## src/rtl/sop_shared_eval.sv

```systemverilog
// Two-stage evaluator for shared-product SOP circuits with runtime-loaded literal
// masks and activation matrix, plus an error monitor against the exact outputs.
module sop_shared_eval #(
   parameter int N_IN   = 4,
   parameter int N_OUT  = 2,
   parameter int N_PROD = 7,
   parameter int ET     = 1,
   parameter int CW     = 16,
   localparam int AW    = (N_PROD > 1) ? $clog2(N_PROD) : 1
) (
   input  logic              clk,
   input  logic              rst,
   input  logic              cfg_we,
   output logic              cfg_ready,
   input  logic [AW-1:0]     cfg_addr,
   input  logic [N_IN-1:0]   cfg_used,
   input  logic [N_IN-1:0]   cfg_pol,
   input  logic [N_OUT-1:0]  cfg_act,
   input  logic              cfg_oe_we,
   input  logic [N_OUT-1:0]  cfg_oe,
   input  logic              in_valid,
   output logic              in_ready,
   input  logic [N_IN-1:0]   in_data,
   input  logic [N_OUT-1:0]  in_ref,
   output logic              out_valid,
   input  logic              out_ready,
   output logic [N_OUT-1:0]  out_data,
   input  logic              clr_stats,
   output logic [CW-1:0]     err_cnt,
   output logic [N_OUT:0]    err_max
);

   localparam logic [N_OUT:0] ET_V = (N_OUT+1)'(ET);

   logic [N_IN-1:0]  used_mem [N_PROD];
   logic [N_IN-1:0]  pol_mem  [N_PROD];
   logic [N_OUT-1:0] act_mem  [N_PROD];
   logic [N_OUT-1:0] oe_reg;

   logic              s1_valid;
   logic [N_PROD-1:0] s1_prod;
   logic [N_OUT-1:0]  s1_ref;
   logic              s2_valid;
   logic [N_OUT-1:0]  s2_data;
   logic [N_OUT-1:0]  s2_ref;

   logic              cfg_accept;
   logic              s2_load;
   logic              xfer;
   logic [N_PROD-1:0] prod;
   logic [N_OUT-1:0]  or_out;
   logic [N_OUT:0]    diff;

   // Config writes only land on an empty pipeline, so in-flight vectors never see a change.
   assign cfg_ready  = !s1_valid && !s2_valid;
   assign cfg_accept = (cfg_we || cfg_oe_we) && cfg_ready;
   assign s2_load    = !s2_valid || out_ready;
   assign in_ready   = (!s1_valid || s2_load) && !cfg_accept;
   assign out_valid  = s2_valid;
   assign out_data   = s2_data;
   assign xfer       = s2_valid && out_ready;

   // An empty literal mask yields 0 rather than the AND identity.
   always_comb begin
      prod = '0;
      for (int p = 0; p < N_PROD; p++) begin
         prod[p] = (|used_mem[p]) & (&((in_data ~^ pol_mem[p]) | ~used_mem[p]));
      end
   end

   always_comb begin
      or_out = '0;
      for (int p = 0; p < N_PROD; p++) begin
         for (int j = 0; j < N_OUT; j++) begin
            or_out[j] = or_out[j] | (s1_prod[p] & act_mem[p][j]);
         end
      end
      or_out = or_out & oe_reg;
   end

   always_comb begin
      diff = '0;
      if (s2_data >= s2_ref) diff = {1'b0, s2_data} - {1'b0, s2_ref};
      else                   diff = {1'b0, s2_ref} - {1'b0, s2_data};
   end

   always_ff @(posedge clk) begin
      if (rst) begin
         for (int p = 0; p < N_PROD; p++) begin
            used_mem[p] <= '0;
            pol_mem[p]  <= '0;
            act_mem[p]  <= '0;
         end
         oe_reg <= '0;
      end else if (cfg_accept) begin
         if (cfg_oe_we) oe_reg <= cfg_oe;
         if (cfg_we) begin
            // Out-of-range addresses match no entry and are silently dropped.
            for (int p = 0; p < N_PROD; p++) begin
               if (cfg_addr == AW'(p)) begin
                  used_mem[p] <= cfg_used;
                  pol_mem[p]  <= cfg_pol;
                  act_mem[p]  <= cfg_act;
               end
            end
         end
      end
   end

   always_ff @(posedge clk) begin
      if (rst) begin
         s1_valid <= 1'b0;
         s1_prod  <= '0;
         s1_ref   <= '0;
         s2_valid <= 1'b0;
         s2_data  <= '0;
         s2_ref   <= '0;
      end else begin
         if (in_ready) begin
            s1_valid <= in_valid;
            s1_prod  <= prod;
            s1_ref   <= in_ref;
         end else if (s2_load) begin
            s1_valid <= 1'b0;
         end
         if (s2_load) begin
            s2_valid <= s1_valid;
            s2_data  <= or_out;
            s2_ref   <= s1_ref;
         end
      end
   end

   // A clear coinciding with a transfer discards that transfer's contribution.
   always_ff @(posedge clk) begin
      if (rst || clr_stats) begin
         err_cnt <= '0;
         err_max <= '0;
      end else if (xfer) begin
         if (diff > ET_V && err_cnt != {CW{1'b1}}) err_cnt <= err_cnt + CW'(1);
         if (diff > err_max) err_max <= diff;
      end
   end

endmodule

```

## config.mk

```make
export PLATFORM = sky130hd
export DESIGN_NAME = sop_shared_eval
export DESIGN_NICKNAME = d
export VERILOG_FILES = /design/src/rtl/sop_shared_eval.sv
export SDC_FILE = /design/constraint.sdc
export NUM_CORES = 1
export LEC_CHECK = 0
export BUFFER_PORTS_ARGS = -buffer_cell sky130_fd_sc_hd__buf_2
export CAP_MARGIN = 20
export CORE_MARGIN = 2
export CORE_UTILIZATION = 45
export CTS_CLUSTER_DIAMETER = 150
export DETAILED_ROUTE_END_ITERATION = 6
export GPL_TIMING_DRIVEN = 0
export MAX_ROUTING_LAYER = met4
export SLEW_MARGIN = 10
export SYNTH_ARGS = -nofsm -noshare
export SYNTH_HDL_FRONTEND = slang
export SYNTH_SLANG_ARGS = --single-unit
export TNS_END_PERCENT = 100
```

## constraint.sdc

```tcl
create_clock -name clk -period 3.31 [get_ports clk]
set_input_delay 0.331 -clock clk [delete_from_list [all_inputs] [get_ports clk]]
set_output_delay 0.331 -clock clk [all_outputs]
set_load 0.02 [all_outputs]
```

# == Word-level counts from Yosys, hierarchy flattened ==
# Memory sizes are Yosys's and may differ from the RTL's.
# Index checks and enable logic that the tools add are counted.
# word_totals
ff_bits,36
mem_bits_rw,70
out_inout_bits,24
word_cells,193
n_memories,3
# memory_table
memory,depth,width,read_ports,rd_ports_with_merged_regs,write_ports,line,source
pol_mem,7,4,7,0,7,36,logic [N_IN-1:0] pol_mem [N_PROD];
used_mem,7,4,7,0,7,35,logic [N_IN-1:0] used_mem [N_PROD];
act_mem,7,2,7,0,7,37,logic [N_OUT-1:0] act_mem [N_PROD];
# op_classes
n_mux,61
eq_ne,7
addsub,3
n_bitwise,76
magnitude_cmp,3
reduce_logical,31
# ops
cell,n
$mux W4,14
$mux W1,39
$or A1 B1 Y1,33
$not A4 Y4,7
$or A4 B4 Y4,7
$reduce_and A4 Y1,7
$reduce_or A4 Y1,7
$xnor A4 B4 Y4,7
$and A1 B1 Y1,21
$add A16 B1 Y16 const B,1
$ne A16 B16 Y1 const B,1
$mux W2,7
$eq A3 B3 Y1 const B,3
$eq A3 B2 Y1 const B,2
$reduce_and A2 Y1,3
$sub A2 B2 Y3,2
$logic_and A1 B1 Y1,5
$logic_or A1 B1 Y1,4
$eq A3 B1 Y1 const B,1
$gt A3 B1 Y1 const B,1
$gt A3 B3 Y1,1
$logic_not A1 Y1,3
$logic_not A3 Y1,1
$mux W3,1
3 further kinds,3

# == Logic depth before layout (Yosys ltp) ==
# Gate-level depths: netlist (run 1).
# logic_depth
ltp_word,8
mapped_depth,11

# == Worst setup path after synthesis (run 1) ==
# OpenSTA, ideal clock, no wires.
# synth_path
kind,reg2reg
from,register s2_data[0] (netlist: out_data[0])
to,register err_max[2]
synth_period_minus_slack_ns,2.487
path_stages_with_launch,12
arrival_time_ns,2.360
setup_time_ns,0.128
required_time_ns,3.182
setup_slack_ns,0.823
path_cell_list,dfxtp_1 -> inv_1 -> ha_1 -> fa_1 -> nand2_1 -> mux2i_1 -> ha_1 -> nor2b_1 -> o21a_1 -> o21a_1 -> mux2i_1 -> nor2_1
# synth_via
elab_chain_len,4
word_cells_on_any_way,6
cone_classes,add/sub (2); order compare (2); mux (1); reduce/logical (1)
# synth_lines
item,line,source
start: declaration,44,logic [N_OUT-1:0] s2_data;
start signal: assignment,128,s2_data <= or_out;
"$sub A2 B2 Y3, or another cell as far along",84,"else diff = {1'b0, s2_ref} - {1'b0, s2_data};"
$mux W3 (*),83,"if (s2_data >= s2_ref) diff = {1'b0, s2_data} - {1'b0, s2_ref};"
via diff[1],52,logic [N_OUT:0] diff;
$gt A3 B3 Y1 (*),141,if (diff > err_max) err_max <= diff;
$reduce_and A2 Y1 (no source line) (*),-,
end signal: assignment,141,
end: declaration,30,output logic [N_OUT:0] err_max
# The timed path passes the listed nets; every way through them passes the cells marked *.
# A chain may end at the register's enable or synchronous reset.

# == Worst setup path in the final report (run 1) ==
# layout_path
from,register s1_valid
to,output in_ready
# layout_via
elab_chain_len,5
word_cells_on_any_way,6
cone_classes,reduce/logical (6)
# layout_lines
item,line,source
start: declaration,40,logic s1_valid;
start signal: assignment,120,s1_valid <= in_valid;
$logic_not A1 Y1 (*),"55, 58",
$logic_and A1 B1 Y1,55,assign cfg_ready = !s1_valid && !s2_valid;
$logic_and A1 B1 Y1,56,assign cfg_accept = (cfg_we || cfg_oe_we) && cfg_ready;
$logic_not A1 Y1,58,assign in_ready = (!s1_valid || s2_load) && !cfg_accept;
$logic_and A1 B1 Y1 (*),58,
end: declaration,22,"output logic in_ready,"
# Mark *: on every way between the ends. The rest lies on a longest branch, timed or not.

==> reports/summary.md, run 1 <==
The run finished with clean final reports. The port buffer count is 46, and the max-slew violation total from the final report is 0. The synthesized design contains 106 register bits. The switching fraction of total power works out to 25.9%. The vias per cell is 5.17.

TritonCTS built the clock tree. Detailed placement ended at an HPWL of 7480 um. The tools report the number of global-route vias before repair as 3137. In this run, the clock network consumes 31.8% of the power. The logs give 0.00204 uW for the cell leakage power and 37 for the placement row count. The largest buffer count on any clock path was 2. The total area inside the core boundary comes to 10300 um2.

The first global-routing pass estimated 16500 um of wire. The clock latency reported for the late side of the worst-skew pair was 0.38 ns. The sequential-to-total area share from yosys stat was 58.9%.

In the routed design, unresolved DRC markers number 0. For this run, the top clock speed supported by timing is 368 MHz. The floorplan step set the die width to 107 um.

For the post-CTS setup-driven buffer insertion count, the log shows 0. In the final layout, the registers with the most flip-flops are pol_mem x28, used_mem x28, err_cnt x16. The synthesized netlist occupies a cell area of 4800 um2.

From bottom edge to top edge, the die measures 107 um. In this run the critical register-to-register path is launched from out_data[0]$_SDFFE_PP0P_. Worst voltage drop across the vdd grid: 195 uV.

The logs give 8.0% for the fraction of power consumed by combinational cells and 0 for the number of cells upsized or downsized after cts. For this configuration, the core starts out at a cell density of 46.5%. The tools report the overall routed net length as 10500 um. The routed wirelength normalized by instance count was 16.4 um; the power per unit of standard cell area was 455 nW/um2. The share of synthesized flip-flops with an asynchronous set or reset was 0%. Setup repair after global routing left no endpoint under its margin. The tools report the kind of capture point of the worst setup path as a primary output. The capture instance of the worst register-to-register path is err_max[2]$_SDFFE_PP0P_. In this run, synthesis inferred 70 flip-flops with an integrated enable. The worst path in the final design needs a cycle of 2.71 ns, including I/O delays and setup. Before antenna repair, the detailed router went through 5 iterations.

The iteration-0 DRC count of the detailed router is 257. For the final global-route overflow total, the log shows 0. The worst setup path is launched from a register.

Ranked by total cell area, the synthesized netlist is headed by edfxtp_1 44%, dfxtp_1 15%, nor2_1 7.0%, xor2_1 5.1%, xnor2_1 2.7%. The largest fanout on the critical path came out at 10. The worst register-to-register path has a depth of 11. Endpoint with the worst hold slack: s1_ref[0]$_SDFFE_PP0P_. For this run, the number of Yosys warnings is 0.

The post-synthesis cell count is 443. Root buffer cell: clkbuf_8. In the synthesized netlist the dominant register cell turns out to be edfxtp_1. The library cell with the largest summed area after synthesis was edfxtp_1. For the net switching power, the log shows 636 uW. The final total negative setup slack was 0 ns; the least setup slack across all paths after layout was 0.595 ns.

After synthesis, the netlist uses 39 different library cells. The H-tree was split into 3 levels. The count of antenna-violating nets left after detailed routing is 0, and the overall power consumption is 2460 uW.

The setup violation total in the final timing report is 0. The mean instance size in the synthesized netlist was 10.8 um2; the internal power was 1820 uW. The die covers 11500 um2. Total number of vias: 3314. After clock tree synthesis, the clock-pin slew on the worst setup and hold paths is 0.11 ns. 52 I/O pins were placed.

In the final layout, the share of cells above drive strength 1 is 13.5%. Global routing used 19.7% of the available tracks. Entering global routing, the biggest net connects 21 pins. The critical path arrival came out at 2.38 ns. On the final layout, the worst clock skew is 0.0174 ns. The worst hold path was traced through 3 stages. The number of antenna diodes in the final layout is 0. CTS saw 106 sinks. Data on the critical path is required at its endpoint by 2.98 ns. Routability-driven placement finished with a final weighted congestion of 0.823.

In this run, CTS created clock tree buffers numbering 9. In this run the register-to-register setup slack is 0.75 ns. The worst pin sits at a relative slew slack of 33.3%. The core utilization of the finished layout is 52.2%, and the post-route standard cell area excluding fillers is 5390 um2. The slew at the pin closest to its max-slew limit came out at 0.990 ns. Class of the tightest hold or removal check: in2reg. The critical path in this run is classified as reg2out. Timing analysis after detailed placement gives a worst setup slack of 0.736 ns. Max-cap violations in this run came to 0. The final-report hold violation count is 0, and the synthesis-to-finish area growth is 12.4%.

The startpoint identified for the worst hold timing path is in_ref[0]. The portion of the clock cycle consumed by the worst path in the final layout works out to 82.0%. In this run the biggest area consumer among cell types represents 43.8% of the synthesized area. Once placement finished, the instance area stood at 5200 um2. The run gives 0 as the initial antenna violation count. The part of the total power dissipated in sequential elements came out at 60.2%.

The tools report the net count after synthesis as 480. At the end of the flow, the number of nets in the layout was 537. For this design, the CTS-stage hold fixing added 0 buffers.
## synth_stat cells, types with 2 or more instances
master and instances:
a2111oi_2 2, a211oi_1 6, a21oi_1 23, a222oi_1 9
a22oi_1 4, and3_1 2, and4_1 2, clkbuf_1 17
dfxtp_1 36, edfxtp_1 70, fa_1 2, ha_1 7
inv_1 19, mux2i_1 6, nand2_1 33, nand2b_1 16
nand3_1 12, nand3b_1 7, nand4_1 2, nor2_1 89
nor2b_1 7, nor3_1 2, nor4_1 11, nor4b_1 2
o21a_1 2, xnor2_1 15, xor2_1 28
## cell families after synthesis
logic type,synth area share (%)
buffers and inverters,3.13
adder cells (fa/ha/maj),2.66
AO/OA/AOI/OAI,7.96
XOR/XNOR,7.85
multiplexers,1.25
AND/OR/NAND/NOR,18.3
flip-flops,58.9
## worst max-delay path, stage by stage, from the launching register on
cell	delay, ns
dfxtp_1	0.34
o21bai_1	0.17
o21ai_0	0.78
clkbuf_1	0.50
inv_1	0.07
buf_2	0.17
## metrics by stage
step | hold slack [ns] | instances
2_1_floorplan | 0.436 | 443
3_3_place_gp | 0.448 | 625
3_5_place_dp | 0.456 | 625
4_1_cts | 0.197 | 641
5_1_grt | 0.206 | 641
6_report | 0.208 | 641
## power groups by stage
stage,registers [uW],clock network [uW],logic [uW]
6_report,1480,780,197
5_1_grt,1480,854,220
4_1_cts,1480,802,200
3_5_place_dp,1510,0,199
3_3_place_gp,1510,0,196
2_1_floorplan,1500,0,130
## how the worst max path moves through the flow
stage,from,endpoint,slack (ns),cells past startpoint
final,s1_valid$_SDFFE_PP0P_,in_ready,0.60,5
after global routing,s1_valid$_SDFFE_PP0P_,in_ready,0.40,5
after CTS,s1_valid$_SDFFE_PP0P_,in_ready,0.48,5
after detailed placement,out_data[0]$_SDFFE_PP0P_,err_max[2]$_SDFFE_PP0P_,0.74,11
after global placement,out_data[0]$_SDFFE_PP0P_,err_max[2]$_SDFFE_PP0P_,0.82,11
after floorplan,out_data[0]$_SDFFE_PP0P_,err_max[2]$_SDFFE_PP0P_,0.82,11
## cell type report
class / instances / area (um2)
clock buffers: 9 / 124
fillers: 989 / 4930
multi-input cells: 299 / 1820
repair buffers: 46 / 230
clock inverters: 7 / 71.3
well taps: 136 / 170
flip-flops and latches: 106 / 2820
plain buffers: 19 / 78.8
inverters: 19 / 71.3
## layer usage
metal / vias up / global-route usage [%] / share of wire, %
li1: 1671 / - / -
met4: 0 / 5.57 / 0.97
met2: 68 / 31.2 / 48
met3: 10 / 3.04 / 3.7
met5: - / - / 0
met1: 1565 / 26.6 / 47
## cell usage in the layout (no fill, tap or decap), drive strengths merged, types with 9 or more instances in the layout
cell type  netlist  layout
edfxtp          70      70
buf              2      48
nand2b          16      16
nor4            11      11
a21oi           23      23
xor2            28      28
nand2           33      33
a222oi           9       9
xnor2           15      15
nor2            89      89
nand3           12      12
dfxtp           36      36
clkbuf          17      26
inv             19      23
No activity file was read; power rests on OpenSTA's default activity.
==> inputs of run 2 (changes only) <==
- PLACE_DENSITY: not set -> 0.66
- clock period: 3.31 -> 2.4 ns (I/O delays scaled with it)
==> run 2 against run 1 <==
Against the previous run:
- the run now ends with negative setup slack left
- register-to-register slack worse by 0.76 ns
- clock skew shrank 0.0066 ns
- sequential power grew 38%
- hold slack worse by 0.082 ns
- die area did not move
- count of clock-buffer cells in the layout is the same
- final area is 4.9% higher
- global-route usage increased by 0.13 points
- via count up 2.7%
- clock power is 42% higher
- largest cell class unchanged
- largest power group unchanged
- highest routed layer unchanged
==> reports/summary.md, run 2 (synthesis gave the netlist of run 1 again) <==
The run finished, with violations left. The checks that failed: negative setup slack. For this block, wires on met1 add up to 4750 um.

The count of buffer and inverter cells on the critical path was 1. The worst path uses 101% of the clock period. Setup repair after global routing could not meet its margin everywhere. The worst setup path is launched from a register. Top layer used by detailed routing: met4. Entering global routing, the biggest net connects 19 pins.

The tools report the smallest hold slack as 0.126 ns. Summed over all layers, the global routing overflow is 0. Placement row count: 37. The number of clock buffers added by TritonCTS is 9. The tools report the pre-CTS worst setup slack as -0.126 ns. The total number of H-tree levels is 3, and the iteration-0 DRC count of the detailed router is 223. The clock passes through at most 2 buffers. The run gives -0.0133 ns as the least setup slack across all paths after layout. In this run the standard cell core region covers 10300 um2. Max-slew violation total from the final report: 0. The synthesis-to-finish area growth came out at 17.9%. Global routing used 19.9% of the available tracks. The initial standard-cell utilization of the core came out at 46.5%. Wire segments on met2 add up to 5440 um in the final route. The die height is 107 um. The run gives 0 as the count of hold buffers inserted by post-cts repair. The final layout contains routed wiring with a total length of 10700 um.

For the data required time of the worst path, the log shows 2.64 ns. The worst setup path is captured at a register. The run gives 44.6% as the worst slew margin relative to its limit. The critical path goes through inv_2 -> ha_4 -> fa_1 -> mux2i_2 -> ha_1 -> nor2b_4 -> o21a_1 -> o21a_2 -> mux2i_1 -> nor2_1. The clock drives 106 sinks. The routed layout has 3402 vias. The filler cells instantiated in the layout total 891. The repair_antennas step left the layout with diodes totalling 0. The routed wirelength normalized by instance count works out to 16.5 um.

After the flow finishes, the layout carries non-filler instances totaling 647. The tightest min-delay check is of the in2reg type. The logs give 0.00212 uW for the cell leakage power and 328 uV for the worst voltage drop across the vdd grid. The floorplan step defined a die boundary enclosing 11500 um2.

The horizontal die dimension is 107 um, and the achievable frequency is 414 MHz. For this run, design rule violations remaining after detail routing come to 0. In the detailed route, the total length drawn on met3 is 366 um.

In this run the count of I/O pins placed on the die edge is 52. The cell sitting at the root of the clock tree is a clkbuf_8. Clock-pin slew was measured on the worst setup and hold paths at 0.10 ns.

The power per unit of standard cell area was 606 nW/um2; the net total in the final layout was 543. The number of global-route vias before repair was 3374. Among all stages on the critical path, the largest delay is contributed by fa_1. TritonCTS built the clock tree. The run gives 7350 um as the post-DP HPWL. Dividing the detail-routed via count by the number of cells gives 5.26. The first-pass detailed-route iteration total was 5; the cell total after placement was 626.

The run gives 0 as the initial antenna violation count. The cell family contributing the most delay on the critical path is adder cells. Leaving out fill and tap cells, the most frequent cells in the layout are 89 x nor2_1, 70 x edfxtp_1, 47 x buf_2, 33 x dfxtp_1, 32 x nand2_1. The largest registers in the layout are pol_mem x28, used_mem x28, err_cnt x16. The tools report the routability congestion estimate as 0.851. The port buffer count is 46, and the slew at the pin closest to its max-slew limit is 0.831 ns. The setup clock skew after layout is 0.0108 ns.

The logs give -0.0226 ns for the final total negative setup slack and 2 for the setup violation total in the final timing report. STA puts the critical path data arrival time at 2.66 ns. The delay of the slowest cell on the worst path came out at 0.49 ns. The run gives 0 as the max-cap violation count. Worst setup path category: reg2reg. In this run the cell area measured after placement is 5200 um2. In this run the worst path has a maximum fanout of 4.

The count of antenna-violating nets left after detailed routing is 0, and the clock period minus final worst setup slack is 2.41 ns. The final-report hold violation count was 0. The layout cell share with drive strength beyond 1 was 19.6%; the first-pass GRT wire length was 16900 um. The library cell used most frequently in the layout, excluding fill and tap cells, is nor2_1. After routing the design area is 5660 um2.

The clock reaches the later pin of the worst-skew pair after 0.37 ns.
[run 2: stage by stage]
step                util, %  power, uW
floorplan                 -       2250
global placement       50.4       2340
detailed placement     50.4       2350
CTS                    53.1       3450
global route           54.8       3550
finish                 54.8       3430
[run 2: layout make-up]
| cell class | count | area (um2) | area share [%] |
|---|---|---|---|
| clock inverter | 7 | 76.3 | 1.35 |
| tap | 136 | 170 | 3.01 |
| multi-input combinational | 299 | 2010 | 35.5 |
| buffer | 19 | 83.8 | 1.48 |
| sequential | 106 | 2830 | 50.1 |
| timing repair buffer | 52 | 290 | 5.13 |
| inverter | 19 | 71.3 | 1.26 |
| clock buffer | 9 | 124 | 2.19 |
[run 2: layer usage]
| layer | track usage [%] | vias up |
|---|---|---|
| li1 | - | 1677 |
| met1 | 25.9 | 1644 |
| met2 | 31.8 | 69 |
| met4 | 7.61 | 0 |
| met5 | - | - |
| met3 | 2.67 | 12 |
[run 2: repair_timing]
item                       CTS  global route
setup endpoints to repair   12            20
resized for setup           15            25
pin swaps                    5            24
buffers inserted             2             2
cloned                       0             1
[run 2: power by group]
part	total [uW]	leakage, uW	internal (uW)	switching [uW]
Clock	1110	0.0000977	491	615
Combinational	284	0.000978	104	181
Sequential	2040	0.00105	2000	33.7
Total	3430	0.00212	2600	829
[run 2: final timing paths]
kind,startpoint,slack [ns],to,depth (start not counted)
worst max-delay path,s2_ref[0]$_SDFFE_PP0P_,-0.01,err_max[1]$_SDFFE_PP0P_,10
worst min-delay path,in_ref[0],0.13,s1_ref[0]$_SDFFE_PP0P_,3
worst max register to register,s2_ref[0]$_SDFFE_PP0P_,-0.01,err_max[1]$_SDFFE_PP0P_,10
worst min register to register,oe_reg[1]$_SDFFE_PP0P_,0.47,oe_reg[1]$_SDFFE_PP0P_,2
[run 2: worst reg2reg max path, delay by kind of cell, from the launching register on]
| kind | cells | cell delay, ns |
|---|---|---|
| muxes | 2 | 0.38 |
| and+or+nand+nor | 2 | 0.18 |
| adders and majority gates | 3 | 0.93 |
| DFF | 1 | 0.38 |
| AOI/OAI and AO/OA | 2 | 0.39 |
| buffers and inverters | 1 | 0.05 |
==> inputs of run 3 (changes only) <==
- ABC_AREA: not set -> 1
==> run 3 against run 2 <==
Against the previous run:
- the run now ends clean
- synthesized cell count is 33% higher
- area after synthesis up 7.4%
- sequential cell count unchanged
- count of clock-buffer cells in the layout up 1
- global-route usage increased by 0.89 points
- total power rose by 16%
- wire length grew 10%
- critical endpoint is now err_max[2]$_SDFFE_PP0P_
- largest power group unchanged
==> reports/summary.md, run 3 <==
TritonCTS built the clock tree. Summed over all instances, the cell type with the most area after synthesis is edfxtp_1. Of all nets on the critical path, the largest fanout is 4. IR analysis of the VDD net gives a maximum drop of 552 uV. The overall routed net length is 11800 um, and the vias per cell is 5.16.

After clock tree synthesis, the clock-pin slew on the worst setup and hold paths is 0.07 ns. Most common cell after layout, fill and taps aside: nor2_1. Buffers placed on the I/O ports in this run total 48. The worst slew margin relative to its limit was 40.1%; the horizontal die dimension was 111 um. The count of warnings emitted by yosys was 0; the routed wirelength normalized by instance count was 14.8 um. Before antenna repair, the detailed router went through 5 iterations. The floorplan step defined a die boundary enclosing 12300 um2. The final-report hold violation count is 0. The detailed router finished its first iteration with 285 violations. The first global-routing pass estimated 19400 um of wire. After synthesis, the share of flip-flops with an asynchronous set or reset is 0%.

In this run, synthesis produced a sequential element count of 106. CTS built an H-tree with a depth of 3. Yosys mapped a number of flops with a built-in enable equal to 70. Entering global routing, the biggest net connects 18 pins. Counting tap cells, the placed design contains a total of 780 instances.

In the layout the commonest cells are 133 x nor2_1, 129 x nand2_1, 70 x edfxtp_1, 53 x buf_2, 51 x inv_1. The initial antenna violation count is 0, and the count of hold buffers inserted by post-cts repair is 0. For this run, the register share of the synthesized area comes to 54.8%. The total overflow left after global routing is 0.

Sorting the synthesized cells by area gives the leading types as edfxtp_1 41%, dfxtp_1 14%, nor2_1 9.7%, nand2_1 9.6%, inv_1 3.7%. After floorplanning, the core was divided into 39 placement rows. After technology mapping, the gate count stands at 589. The post-route standard cell area excluding fillers was 5950 um2. Summed over all cells, the static leakage comes to 0.00240 uW. Each instance of the synthesized netlist takes up on average 8.74 um2.

The critical path is of the reg2reg type. For the net count after synthesis, the log shows 626. On the final layout, the worst clock skew is 0.00582 ns. The critical path arrival was 2.56 ns; the max-slew violation total from the final report was 0. Dominant cell by count in the synthesized netlist: nor2_1.

Once detail routing completed, the nets flagged for antenna violations numbered 0. Relative to the synthesized area, the layout overhead comes to 15.6%. Summing all placed instances gives a cell area of 5570 um2. The tools report the number of global-route vias before repair as 3984. After Yosys synthesis, full adders, half adders and majority gates account for 2.48% of the synthesized area.

The remaining routing DRC violations came out at 0. TritonCTS created 9 clock buffers. STA classifies the critical path startpoint as a register.

The synthesized netlist devotes 7.53% of its cell area to compound gates. The largest registers in the layout are pol_mem x28, used_mem x28, err_cnt x16. At the end of the flow, the number of nets in the layout was 688. Counting I/O delays and the setup requirement, the final critical path takes 2.31 ns. The slew at the pin closest to its max-slew limit was 0.893 ns.

The run gives 433 MHz as the achievable frequency. The longest clock path from root to sink contains 2 buffers. The most used flip-flop cell after synthesis is edfxtp_1. The xor and xnor fraction of the mapped netlist area was 3.57%; the initial standard-cell utilization of the core was 45.7%. The post-synthesis simple-gate area fraction is 26.0%, and the routability congestion estimate is 0.880. The clock reaches the later pin of the worst-skew pair after 0.36 ns. The final-layout fill cell count is 988, and the max-cap violation count is 0. Global routing consumed, over all layers together, 20.8% of the routing resources.

The power per unit of standard cell area was 668 nW/um2. The die height works out to 111 um. Detailed placement ended at an HPWL of 8490 um.

The routed layout has 4119 vias. The synthesized design devotes to its leading area cell type 40.8% of total area. The run finished with clean final reports. The total standard cell area after synthesis is 5150 um2, and the portion of the clock cycle consumed by the worst path in the final layout is 96.3%. CTS saw 106 sinks. During I/O placement, the number of pins put on the boundary was 52. The number of diodes came out at 0. Root buffer cell: clkbuf_16. By area, the combinational part of the netlist is dominated by simple AND/OR/NAND/NOR gates. For the core area, the log shows 11300 um2.

In this run the worst hold path is classified as in2reg. After synthesis, the share of cell area in mux cells is 0%. After the flow finishes, the layout carries non-filler instances totaling 799.

The commonest cells after synthesis are 133 x nor2_1, 132 x nand2_1, 70 x edfxtp_1. Setup violations remaining at the end of the flow were counted as 0. The worst setup path is captured at a register. Counting distinct cell types in the post-synthesis netlist gives 32. STA puts the critical path data required time at 2.64 ns.

Cells with a size suffix above 1 make up 17.8% of the layout.
-- run 3: changes by cell type in the layout (fill, tap and decap cells not counted), moves of 8 or more --
cell / before / now
clkbuf_8: 9 / 0
clkbuf_1: 16 / 4
a21oi_1: 22 / 32
inv_1: 17 / 51
nor2_1: 89 / 133
a21oi_2: 1 / 11
a222oi_1: 9 / 0
nand2_1: 32 / 129
nand2b_1: 16 / 0
clkbuf_16: 1 / 9
xor2_1: 28 / 17
o21ai_0: 0 / 23
xnor2_1: 15 / 4
-- run 3: area by class of cell --
cell class                 instances  area, um2  share of cell area (%)
timing repair buffer              51        267                    4.48
clock buffer                      10        229                    3.85
sequential                       106       2830                    47.5
inverter                          56        211                    3.55
tap                              143        179                    3.01
buffer                            12       77.6                    1.30
clock inverter                     6       65.1                    1.09
multi-input combinational        415       2100                    35.2
-- run 3: cell families (layout without fill, tap and decap cells) --
kind of cell | count (synthesis) | in the layout
buffers and inverters | 68 | 135
AOI/OAI and AO/OA | 70 | 70
xor gates and xnor gates | 21 | 21
and+or+nand+nor | 315 | 315
adders and majority gates | 9 | 9
DFF | 106 | 106
-- run 3: critical path, stage by stage (launching register included) --
cell and delay, ns:
dfxtp_4 0.37, inv_1 0.05, ha_2 0.17, fa_1 0.47, inv_1 0.05, nand2_2 0.09, nand2_2 0.09, ha_4 0.28
nand2_1 0.05, o21ai_2 0.14, nand3_2 0.12, buf_6 0.15, o21ai_1 0.11, a21oi_1 0.05
-- run 3: repair_timing --
item / 4_1_cts / 5_1_grt
resized for setup: 4 / 14
setup endpoints to repair: 1 / 3
pin swaps: 1 / 3
setup buffers: 2 / 1
-- run 3: routing by layer --
layer / GRT usage (%) / vias up / wire length, um
met5: - / - / 0
met4: 7.58 / 0 / 329
met3: 3.99 / 23 / 431
met2: 33.1 / 107 / 5690
met1: 26.6 / 1952 / 5340
li1: - / 2037 / -
-- run 3: per-stage QoR --
step | hold WS, ns | setup TNS [ns] | util [%] | worst slack (ns) | power (uW)
detailed placement | 0.463 | -0.0681 | 49.4 | -0.0681 | 2490
global route | 0.173 | -0.0839 | 52.8 | -0.0354 | 4120
finish | 0.143 | 0 | 52.8 | 0.0891 | 3980
CTS | 0.134 | 0 | 52.2 | 0.0143 | 3970
global placement | 0.464 | 0 | 49.4 | 0.0203 | 2480
floorplan | 0.384 | 0 | - | 0.0377 | 2360
-- run 3: worst paths after layout --
check	depth (start not counted)	slack [ns]	from	to
min	3	0.14	in_valid	s1_valid$_SDFFE_PP0P_
max	13	0.09	out_data[0]$_SDFFE_PP0P_	err_max[2]$_SDFFE_PP0P_
min reg2reg	2	0.47	oe_reg[0]$_SDFFE_PP0P_	out_data[0]$_SDFFE_PP0P_
max reg2reg	13	0.09	out_data[0]$_SDFFE_PP0P_	err_max[2]$_SDFFE_PP0P_
-- run 3: report_power, final --
part	leakage, uW	internal (uW)	total (uW)	switching (uW)
Clock	0.000143	813	1490	678
Sequential	0.00102	2030	2080	46.4
Combinational	0.00123	137	407	270
